<file path="src/rtl/muldiv_sched.sv">
// muldiv_sched: multi-cycle multiply/divide sequencer for the execute stage.
// Runs one MULT/MULTU/DIV/DIVU at a time and holds {hi,lo} until consumed.
//   clk, resetn           : clock (rising edge), async active-low reset
//   req_valid/req_ready   : request handshake; req_op 00 mult 01 multu 10 div 11 divu
//   req_src1/req_src2     : rs (dividend/multiplicand), rt (divisor/multiplier)
//   cancel                : flush, aborts any in-flight op or held result
//   busy                  : op in flight or result held
//   resp_valid/resp_ready : result handshake; resp_hi = product hi / remainder,
//                           resp_lo = product lo / quotient
module muldiv_sched #(
  parameter int MUL_LAT  = 2,
  parameter int DIV_ITER = 32
) (
  input  logic        clk,
  input  logic        resetn,
  input  logic        req_valid,
  input  logic [1:0]  req_op,
  input  logic [31:0] req_src1,
  input  logic [31:0] req_src2,
  output logic        req_ready,
  input  logic        cancel,
  output logic        busy,
  output logic        resp_valid,
  output logic [31:0] resp_hi,
  output logic [31:0] resp_lo,
  input  logic        resp_ready
);

  typedef enum logic [2:0] {S_IDLE, S_MUL, S_DIV, S_FIX, S_DONE} state_t;

  // The result register is the last multiplier stage, so only MUL_LAT-1
  // intermediate stages are needed (at least one slot is declared).
  localparam int PD = (MUL_LAT > 1) ? MUL_LAT - 1 : 1;

  state_t state_q, state_d;
  logic [5:0]  cnt_q, cnt_d;
  logic [1:0]  op_q, op_d;
  logic [31:0] a_q, a_d, b_q, b_d;
  logic [31:0] quo_q, quo_d, rem_q, rem_d, dvs_q, dvs_d;
  logic [31:0] hi_q, hi_d, lo_q, lo_d;
  logic [PD-1:0][63:0] mul_pipe_q, mul_pipe_d;

  logic        accept;
  logic        req_s1, req_s2;
  logic        sign1, sign2;
  logic signed [32:0] mul_a, mul_b;
  logic signed [63:0] mul_prod;
  logic [63:0] mul_out;
  logic [32:0] rem_sh;
  logic [33:0] diff;

  assign accept = (state_q == S_IDLE) && req_valid && !cancel;

  // 33-bit operands (sign- or zero-extended); the low 64 bits of the
  // 33x33 product are the exact 64-bit result.
  assign mul_a    = $signed({~op_q[0] & a_q[31], a_q});
  assign mul_b    = $signed({~op_q[0] & b_q[31], b_q});
  assign mul_prod = mul_a * mul_b;

  generate
    if (MUL_LAT == 1) begin : g_mul1
      assign mul_out = mul_prod;
    end else begin : g_muln
      assign mul_out = mul_pipe_q[PD-1];
    end
  endgenerate

  always_comb begin
    mul_pipe_d    = mul_pipe_q;
    mul_pipe_d[0] = mul_prod;
    for (int k = 1; k < PD; k++) mul_pipe_d[k] = mul_pipe_q[k-1];
  end

  // Restoring step: shift in next dividend bit, subtract if it fits.
  assign rem_sh = {rem_q, quo_q[31]};
  assign diff   = {1'b0, rem_sh} - {2'b00, dvs_q};

  assign req_s1 = ~req_op[0] & req_src1[31];
  assign req_s2 = ~req_op[0] & req_src2[31];
  assign sign1  = ~op_q[0] & a_q[31];
  assign sign2  = ~op_q[0] & b_q[31];

  // State register
  always_ff @(posedge clk or negedge resetn) begin
    if (!resetn) state_q <= S_IDLE;
    else         state_q <= state_d;
  end

  // Next state
  always_comb begin
    state_d = state_q;
    case (state_q)
      S_IDLE: if (accept) state_d = req_op[1] ? S_DIV : S_MUL;
      S_MUL:  if (cancel) state_d = S_IDLE;
              else if (cnt_q == 6'(MUL_LAT)) state_d = S_DONE;
      S_DIV:  if (cancel) state_d = S_IDLE;
              else if (cnt_q == 6'(DIV_ITER - 1)) state_d = S_FIX;
      S_FIX:  state_d = cancel ? S_IDLE : S_DONE;
      // cancel wins over a same-cycle resp_ready; result counts as not taken
      S_DONE: if (cancel || resp_ready) state_d = S_IDLE;
      default: state_d = S_IDLE;
    endcase
  end

  // Outputs
  always_comb begin
    req_ready  = (state_q == S_IDLE) && resetn;
    busy       = (state_q != S_IDLE);
    resp_valid = (state_q == S_DONE);
    resp_hi    = hi_q;
    resp_lo    = lo_q;
  end

  // Datapath next values
  always_comb begin
    cnt_d = cnt_q;
    op_d  = op_q;
    a_d   = a_q;
    b_d   = b_q;
    quo_d = quo_q;
    rem_d = rem_q;
    dvs_d = dvs_q;
    hi_d  = hi_q;
    lo_d  = lo_q;
    case (state_q)
      S_IDLE: if (accept) begin
        op_d  = req_op;
        a_d   = req_src1;
        b_d   = req_src2;
        cnt_d = req_op[1] ? 6'd0 : 6'd1;
        rem_d = '0;
        // magnitudes for div; |0x80000000| still fits as unsigned
        quo_d = req_s1 ? -req_src1 : req_src1;
        dvs_d = req_s2 ? -req_src2 : req_src2;
      end
      S_MUL: begin
        cnt_d = cnt_q + 6'd1;
        if (cnt_q == 6'(MUL_LAT) && !cancel) begin
          hi_d = mul_out[63:32];
          lo_d = mul_out[31:0];
        end
      end
      S_DIV: begin
        cnt_d = cnt_q + 6'd1;
        if (!diff[33]) begin
          rem_d = diff[31:0];
          quo_d = {quo_q[30:0], 1'b1};
        end else begin
          rem_d = rem_sh[31:0];
          quo_d = {quo_q[30:0], 1'b0};
        end
      end
      S_FIX: if (!cancel) begin
        if (dvs_q == '0) begin
          lo_d = 32'hFFFF_FFFF;
          hi_d = a_q;
        end else begin
          lo_d = (sign1 ^ sign2) ? -quo_q : quo_q;
          hi_d = sign1 ? -rem_q : rem_q;
        end
      end
      default: ;
    endcase
  end

  always_ff @(posedge clk or negedge resetn) begin
    if (!resetn) begin
      cnt_q      <= '0;
      op_q       <= '0;
      a_q        <= '0;
      b_q        <= '0;
      quo_q      <= '0;
      rem_q      <= '0;
      dvs_q      <= '0;
      hi_q       <= '0;
      lo_q       <= '0;
      mul_pipe_q <= '0;
    end else begin
      cnt_q      <= cnt_d;
      op_q       <= op_d;
      a_q        <= a_d;
      b_q        <= b_d;
      quo_q      <= quo_d;
      rem_q      <= rem_d;
      dvs_q      <= dvs_d;
      hi_q       <= hi_d;
      lo_q       <= lo_d;
      mul_pipe_q <= mul_pipe_d;
    end
  end

endmodule

</file>
<file path="config.mk">
export PLATFORM = sky130hd
export DESIGN_NAME = muldiv_sched
export DESIGN_NICKNAME = d
export VERILOG_FILES = /design/src/rtl/muldiv_sched.sv
export SDC_FILE = /design/constraint.sdc
export NUM_CORES = 2
export LEC_CHECK = 0
export ABC_CLOCK_PERIOD_IN_PS = 10300
export BUFFER_PORTS_ARGS = -buffer_cell sky130_fd_sc_hd__buf_2
export CAP_MARGIN = 40
export CORE_MARGIN = 2
export CORE_UTILIZATION = 60
export DETAILED_ROUTE_END_ITERATION = 6
export PLACE_DENSITY = 0.74
export SYNTH_ARGS = -nofsm -noshare
export SYNTH_HDL_FRONTEND = slang
export SYNTH_SLANG_ARGS = --single-unit
</file>
<file path="constraint.sdc">
create_clock -name clk -period 10.3 [get_ports clk]
set_input_delay 1.03 -clock clk [delete_from_list [all_inputs] [get_ports clk]]
set_output_delay 1.03 -clock clk [all_outputs]
set_load 0.05 [all_outputs]
</file>
==> metrics <==
status=completed; Worst Min Path Start=resp_lo[8]; clock transition at the registers of the reported paths=0.07 ns; Top FF cell, synth=dfrtp_1; hold endpoint=resp_lo[8]; largest net degree at the start of global routing=100; Slew headroom=36.19%; DRC violations left=0; row count=109; Detailed Place HPWL=126.4 mm; crit-path leading delay family=adder cells; R2R Setup Slk=1.42 ns; drt total wl=161.7 mm; TritonCTS clock tree=yes; synth top area cells=fa_1 (42%), dfrtp_1 (14%), inv_1 (8.2%), nand2_1 (7.2%), ha_1 (5.8%); Port-buffer cells=137; vias in the first global route=44180; # hold bufs at CTS=0; met3 wire length=14.97 mm; WL per Instance=22.95 µm; achievable clock frequency=112.6 MHz; crit path max fanout=19; Period minus WS final=8.878 ns; Crit. End Element=flop; CP dominant cell by count=fa_1; number of CTS-inserted buffers=36; Post-Syn Instances=5905; CTS H-Tree Depth=2; Post-CTS Setup Repair Bufs=0; vias per cell=5.902; kind of critical path=reg -> reg; clock latency on the worst-skew pair=0.58 ns; clock root buffer=clkbuf_16; Final nets=7294; YS warnings=0; TNS Setup=0 ns; router iterations before antenna repair=6; post_cts resized=0; Die Y=302.6 µm; CTS sink cnt=297; Final Skew=0.02716 ns; GP Congestion=0.9997; Area growth syn-to-layout=6.323%; Final Hold Vio Count=0; Slew @ Worst Pin=0.9572 ns; maxcap violations=0; RSZ-0062 raised after global routing=no; syn_nets=7352; Final Cycle Share=86.19%; Post-Route M1 WL=58.25 mm; Avg Inst Size Synth=9.062 µm²; grt ovf=0; CP max stage delay=0.85 ns; number of top-level pins=138; Worst Path Arrival=9.33 ns; CP Buf/Inv Count=6; commonest non-fill, non-tap cell in the layout=inv_1; path depth of the worst reg2reg path=26; Initial Util=60.55%; max-slew violations=0; total core area=88370 µm²; Cell Area, Synth=53510 µm²; Final Util=64.38%; post-synthesis sequential area ratio=13.89%; CTS Buffer Depth=3; die area=91590 µm²; ANT nets after route=0; crit start category=flop; hold depth=2; fillers=7184; total track usage=36.55%; highest routed layer=met5; register bit total from synthesis=297; area share of the largest cell type after synthesis=42.12%; share of layout cells above drive strength 1=6.351%; via count=41590; # setup viols final=0; R2R Path Start=a_q[10]; Met2 Routed Length=76.04 mm; DRT iter0 DRCs=3661; CP Depth=26; Sequential Area=7447 µm²; initial antenna violation count=4; first-pass GRT wire length=251.5 mm; area of the multi-input gates=40430 µm²; Critical Path Start=a_q[10]; most frequent cells in the layout=inv_1 (1162), fa_1 (1126), nand2_1 (1023); Worst EP required=10.75 ns; Worst Hold Class=reg -> reg; Die Span X=302.6 µm; Yosys top cell by area=fa_1; highest-delay cell along the critical path=dfrtp_1; count of unique library cells instantiated by Yosys=81; Synth async-reset ratio=100.0%; Worst R2R End=mul_out[61]; EDFF count, synth=0
==> per-stage QoR <==
step / cells / hold slack [ns] / instance area [µm²] / setup WS (ns)
final: 7046 / 0.4720 / 56890 / 1.422
after CTS: 7038 / 0.4791 / 56870 / 1.542
after global routing: 7038 / 0.5016 / 56870 / 1.249
after global placement: 6947 / 0.4557 / 55060 / 1.681
after floorplan: 5905 / 0.4717 / 53510 / 2.133
after detailed placement: 6974 / 0.4656 / 55670 / 1.577
==> state kept, by name, summed over array words and instances, names as in the netlist <==
name     cells
op_q         1
cnt_q        6
a_q         32
b_q         32
quo_q       32
resp_lo     32
state_q      3
dvs_q       31
rem_q       32
mul_out     64
resp_hi     32
==> Yosys cell counts (67+ instances only) <==
library cell / number
xor2_1: 87
and2_1: 408
dfrtp_1: 297
ha_1: 250
nand2_1: 1025
fa_1: 1126
nor2_1: 138
o21ai_0: 192
xnor2_1: 137
a21oi_1: 168
clkbuf_1: 326
nand3_1: 67
inv_1: 1162
==> worst register-to-register path, stage by stage (launching register included) <==
cell	delay, ns
dfrtp_1	0.85
buf_4	0.46
nand2_1	0.14
fa_1	0.54
inv_1	0.05
fa_1	0.53
inv_1	0.05
fa_1	0.48
fa_1	0.54
inv_1	0.05
fa_1	0.50
fa_1	0.44
fa_1	0.50
inv_1	0.06
fa_1	0.53
inv_1	0.06
ha_1	0.52
nand4_1	0.15
nor2_1	0.19
nand3_1	0.26
o211ai_1	0.38
a211oi_2	0.22
o31ai_4	0.45
a311oi_2	0.20
o211ai_2	0.29
a31oi_1	0.18
xnor2_1	0.15
==> kinds of logic after synthesis <==
logic type      synth area share (%)
fa+ha+maj                      47.97
compound gates                 7.845
xor+xnor                       3.666
simple gates                   15.85
flops                          13.89
mux                           0.1684
buf+inv                        10.61
==> layer usage <==
metal / GRT usage (%) / vias up
li1: - / 17660
met1: 45.47 / 21140
met2: 59.19 / 2145
met3: 6.796 / 642
met4: 23.36 / 4
met5: 0 / -
==> worst max path at each step <==
stage | end | slack [ns]
after floorplan | mul_out[59] | 2.13
after global placement | mul_out[61] | 1.68
after detailed placement | mul_out[61] | 1.58
after CTS | mul_out[61] | 1.54
after global routing | mul_out[60] | 1.25
final | mul_out[61] | 1.42
==> final cells by class <==
type                            count  area share [%]
Tap cell                         1165           2.562
Timing Repair Buffer              250           3.461
Antenna cell                        8         0.03519
Sequential cell                   297           13.09
Inverter                         1163           7.673
Clock inverter                     18          0.3387
Multi-Input combinational cell   4099           71.07
Clock buffer                       46           1.773
Power is not shown: default switching activity piles up to over one toggle a cycle in this logic, so the estimate is an artifact.
